### src/rtl/iic_vid_ramp.sv
// VID ramp sequencer: walks the MP8864 output code toward a target in clamped steps,
// one single-byte I2C write per step. Optional watchdog via `IIC_VID_RAMP_TIMEOUT_EN.
`timescale 1ns/1ps
module iic_vid_ramp #(
    parameter logic [7:0]  STEP     = 8'd4,
    parameter logic [15:0] DWELL    = 16'd5000,
    parameter logic [7:0]  VID_INIT = 8'h00,
    parameter logic [23:0] TIMEOUT  = 24'd2000000
) (
    input  logic       clk,
    input  logic       rst,
    input  logic [7:0] target,
    input  logic       target_vld,
    output logic       target_rdy,
    output logic [7:0] iic_data,
    output logic       iic_start,
    input  logic       iic_finish,
    output logic [7:0] cur_vid,
    output logic       busy,
    output logic       done,
    output logic       err
);

    typedef enum logic [2:0] {
        S_IDLE,
        S_STEP,
        S_WAIT_LO,
        S_WAIT_HI,
        S_DWELL
    } state_t;

    state_t      state, state_nxt;
    logic [7:0]  tgt, tgt_nxt;
    logic [7:0]  cur_nxt, data_nxt;
    logic        start_nxt, done_nxt;
    logic [15:0] dcnt, dcnt_nxt;
    logic [8:0]  diff;
    logic [7:0]  mag, step_val, nxt;
    logic        timeout;

    assign target_rdy = (state == S_IDLE);
    assign busy       = (state != S_IDLE);

    // 9-bit difference keeps the sign; clamping the step to |diff| prevents overshoot and wrap
    assign diff     = {1'b0, tgt} - {1'b0, cur_vid};
    assign mag      = diff[8] ? 8'(~diff + 9'd1) : diff[7:0];
    assign step_val = (mag < STEP) ? mag : STEP;
    assign nxt      = diff[8] ? (cur_vid - step_val) : (cur_vid + step_val);

    always_comb begin
        state_nxt = state;
        tgt_nxt   = tgt;
        cur_nxt   = cur_vid;
        data_nxt  = iic_data;
        dcnt_nxt  = dcnt;
        start_nxt = 1'b0;
        done_nxt  = 1'b0;
        case (state)
            S_IDLE: begin
                if (target_vld) begin
                    tgt_nxt = target;
                    if (target == cur_vid) begin
                        done_nxt = 1'b1;
                    end else begin
                        state_nxt = S_STEP;
                    end
                end
            end
            S_STEP: begin
                data_nxt  = nxt;
                start_nxt = 1'b1;
                state_nxt = S_WAIT_LO;
            end
            // finish is still high the cycle after the start pulse, so first see it drop
            S_WAIT_LO: begin
                if (!iic_finish) begin
                    state_nxt = S_WAIT_HI;
                end else if (timeout) begin
                    state_nxt = S_IDLE;
                end
            end
            S_WAIT_HI: begin
                if (iic_finish) begin
                    cur_nxt = iic_data;
                    if (iic_data == tgt) begin
                        done_nxt  = 1'b1;
                        state_nxt = S_IDLE;
                    end else begin
                        dcnt_nxt  = DWELL;
                        state_nxt = S_DWELL;
                    end
                end else if (timeout) begin
                    state_nxt = S_IDLE;
                end
            end
            S_DWELL: begin
                if (dcnt == '0) begin
                    state_nxt = S_STEP;
                end else begin
                    dcnt_nxt = dcnt - 16'd1;
                end
            end
            default: state_nxt = S_IDLE;
        endcase
    end

    always_ff @(posedge clk) begin
        if (rst) begin
            state     <= S_IDLE;
            tgt       <= VID_INIT;
            cur_vid   <= VID_INIT;
            iic_data  <= VID_INIT;
            iic_start <= 1'b0;
            done      <= 1'b0;
            dcnt      <= '0;
        end else begin
            state     <= state_nxt;
            tgt       <= tgt_nxt;
            cur_vid   <= cur_nxt;
            iic_data  <= data_nxt;
            iic_start <= start_nxt;
            done      <= done_nxt;
            dcnt      <= dcnt_nxt;
        end
    end

`ifdef IIC_VID_RAMP_TIMEOUT_EN
    logic [23:0] wcnt;
    logic        waiting;

    assign waiting = (state == S_WAIT_LO) || (state == S_WAIT_HI);
    assign timeout = waiting && (wcnt == TIMEOUT - 24'd1);

    always_ff @(posedge clk) begin
        if (rst) begin
            wcnt <= '0;
        end else if (state_nxt != state) begin
            wcnt <= '0;
        end else if (waiting) begin
            wcnt <= wcnt + 24'd1;
        end
    end

    // a return to IDLE without done from a wait state can only be the watchdog
    always_ff @(posedge clk) begin
        if (rst) begin
            err <= 1'b0;
        end else if (target_vld && target_rdy) begin
            err <= 1'b0;
        end else if (timeout && state_nxt == S_IDLE && !done_nxt) begin
            err <= 1'b1;
        end
    end
`else
    logic unused_timeout;
    assign unused_timeout = ^TIMEOUT;
    assign timeout        = 1'b0;
    assign err            = 1'b0;
`endif

endmodule

### config.mk
export PLATFORM = sky130hd
export DESIGN_NAME = iic_vid_ramp
export DESIGN_NICKNAME = d
export VERILOG_FILES = /design/src/rtl/iic_vid_ramp.sv
export SDC_FILE = /design/constraint.sdc
export NUM_CORES = 1
export LEC_CHECK = 0
export ABC_AREA = 1
export BUFFER_PORTS_ARGS = -buffer_cell sky130_fd_sc_hd__buf_2
export CORE_ASPECT_RATIO = 0.8
export CORE_UTILIZATION = 50
export DETAILED_ROUTE_END_ITERATION = 10
export MAX_ROUTING_LAYER = met4
export PLACE_DENSITY_LB_ADDON = 0.25
export SKIP_CTS_REPAIR_TIMING = 1
export SLEW_MARGIN = 30
export SYNTH_ARGS = -nofsm -noshare
export SYNTH_HDL_FRONTEND = slang
export SYNTH_SLANG_ARGS = --single-unit
export TNS_END_PERCENT = 10
### constraint.sdc
create_clock -name clk -period 10.96 [get_ports clk]
set_input_delay 1.096 -clock clk [delete_from_list [all_inputs] [get_ports clk]]
set_output_delay 1.096 -clock clk [all_outputs]
set_load 0.01 [all_outputs]
==> impl_metrics.tcl <==
set metrics [dict create \
    final_util 0.580 \
    syn2layout_area_growth_pct 9.68 \
    path_clk_slew_ns 0.09 \
    r2r-start "tgt[0]" \
    fmax_mhz 203 \
    nNetsFinal 540 \
    startpoint_type "flop" \
    synth.distinct_cells 42 \
    slew_violations 0 \
    routabilityCongestion 0.913 \
    grt_pass1_vias 2798 \
    first_pass_iters 5 \
    slew_headroom 0.501 \
    syn_nets 511 \
    power_density_mw_per_mm2 282 \
    required_ns 11.16 \
    clock_latency_ns 0.31 \
    hp-start "dcnt[13]" \
    critPathSlowestCell "fa_1" \
    setup_ws_ns 6.02 \
    timing.hold.ws_ns 0.476 \
    dp_hpwl_um 6150 \
    finalHoldViolations 0 \
    grt_overflow_total 0 \
    n_antenna_cell 0 \
    synth_seq_area_share 0.282 \
    path_class "flop to flop" \
    die_h_um 73.5 \
    numPlacedInstances 582 \
    fin_crit_sh 0.450 \
    synth_area_mm2 0.00319 \
    drt_wl_total_um 8010 \
    routed_via_density 5.30 \
    ant_nets 0 \
    synthArstFlopShare 0 \
    crit_path_frequent_cell "nand2_1" \
    wl_per_cell_um 13.6 \
    setup_violations 0 \
    rsz0062_at_grt "no" \
    core_area_mm2 0.00604 \
    initial_utilization 0.529 \
    hp-class "flop to flop" \
    ys.flop_type "dfxtp_1" \
    cts.sinks 45 \
    htree_levels 2 \
    ios 33 \
    peakVddDrop_mv 0.143 \
    layout-drive-gt1-share 0.124 \
    cts_buffer_depth 2 \
    final.setup.tns_ns 0 \
    p_leak_nw 1.74 \
    numCtsBuffers 5 \
    cts_tree "yes" \
    arrival_ns 5.14 \
    final_cell_count_no_fill 590 \
    drt_iter0_markers 199 \
    antenna_found_initial 0 \
    synth_edf_count 0 \
    netlist_instances 479 \
    drc 0 \
    cap_viol_max_count 0 \
    yosys_register_bits 45 \
    dp_slack_ns 6.15 \
    min_period_ns 4.94 \
    vias 3126 \
    die_x_um 91.3 \
    avgSynthCellArea_um2 6.66 \
    rows 25 \
    cts_root_buf "clkbuf_8" \
    critPathCaptureType "flop" \
    grt_max_degree 24 \
    startpoint "tgt[0]" \
    nFillCells 575 \
    outcome "completed" \
    clock_skew_ns 0.00990 \
    yosysWarnings 0 \
    grt_pass1_wl_um 13400 \
    numPortBuffers 31 \
    worst_pin_slew_ns 0.745 \
    die-area_mm2 0.00671 \
    path_max_fanout 4 \
    slowest_delay_ns 0.46 \
    grt_use_total 0.261 \
]
[through the flow]
stage / instance area, um2 / power (W)
global route: 3500 / 0.00108
floorplan: 3190 / 0.000728
finish: 3500 / 0.000987
detailed placement: 3400 / 0.000863
global placement: 3400 / 0.000852
CTS: 3500 / 0.000979
[cells by family after synthesis]
kind of cell	after synthesis	synth area share
and+or+nand+nor	213	0.301
xor gates and xnor gates	27	0.0741
adders and majority gates	20	0.0831
buffers and inverters	84	0.103
DFF	45	0.282
other	1	0.00117
AOI/OAI and AO/OA	89	0.155
[where the power goes]
part	total, W	switching, W	internal, W
registers	0.000236	0.0000377	0.000198
clock network	0.000112	0.0000612	0.0000512
logic	0.000639	0.000406	0.000233
total	0.000987	0.000505	0.000482
[worst max-delay path: cells and delay by family (launching register included)]
family          cells  cell delay [ns]
flops               1             0.38
compound gates      4             0.61
simple gates       20             1.82
fa+ha+maj           5             1.29
xor+xnor            1             0.21
buf+inv             6             0.49
[cell type report]
cell class / instances / area [um2] / share of cell area
clock buffers: 6 / 82.6 / 0.0236
repair buffers: 32 / 163 / 0.0465
flip-flops and latches: 45 / 901 / 0.257
multi-input cells: 350 / 1960 / 0.560
well taps: 81 / 101 / 0.0289
clock inverters: 2 / 13.8 / 0.00393
inverters: 74 / 278 / 0.0793
[synth_stat cells, types with 3 or more instances]
master / number / share of area
a21oi_1: 44 / 0.069
clkbuf_1: 6 / 0.0071
dfxtp_1: 45 / 0.28
ha_1: 18 / 0.071
inv_1: 70 / 0.082
inv_2: 3 / 0.0035
nand2_1: 102 / 0.12
nand2_2: 3 / 0.0059
nand3_1: 30 / 0.047
nand3_2: 3 / 0.0094
nand4_1: 4 / 0.0078
nor2_1: 45 / 0.053
nor2_2: 4 / 0.0078
nor3_1: 8 / 0.013
nor4_1: 3 / 0.0059
o21ai_0: 30 / 0.047
xnor2_1: 16 / 0.044
xor2_1: 11 / 0.030
[routing by layer]
metal / GRT usage / up-vias / wire length (um)
met4: 0.0688 / 0 / 85
met5: - / - / 0
li1: - / 1598 / -
met3: 0.0404 / 8 / 435
met1: 0.367 / 1440 / 4070
met2: 0.392 / 80 / 3410
[placed cells by master, fill, tap and decap left out, drive strengths merged, types with 3 or more instances in the layout]
cell type | netlist | routed
nand3 | 34 | 34
nor4 | 3 | 3
xnor2 | 16 | 16
nand2 | 107 | 107
buf | 4 | 32
or2 | 3 | 3
xor2 | 11 | 11
clkbuf | 6 | 6
clkinv | 1 | 3
o21ai | 30 | 30
nor3 | 8 | 8
a21oi | 47 | 47
inv | 73 | 73
dfxtp | 45 | 45
nor2 | 51 | 51
ha | 18 | 18
nand4 | 4 | 4
[flip-flops by register name, indices dropped and copies added, names as in the netlist]
register and flops:
dcnt 16, state 3, done 1, iic_data 8
cur_vid 8, tgt 8, iic_start 1
[worst paths after layout]
path / to / slack, ns / depth (start not counted)
setup reg to reg: iic_data[7] / 6.02 / 36
hold reg to reg: dcnt[13] / 0.48 / 2
setup / recovery: iic_data[7] / 6.02 / 36
hold / removal: dcnt[13] / 0.48 / 2
Power figures use the tool's default switching activity.
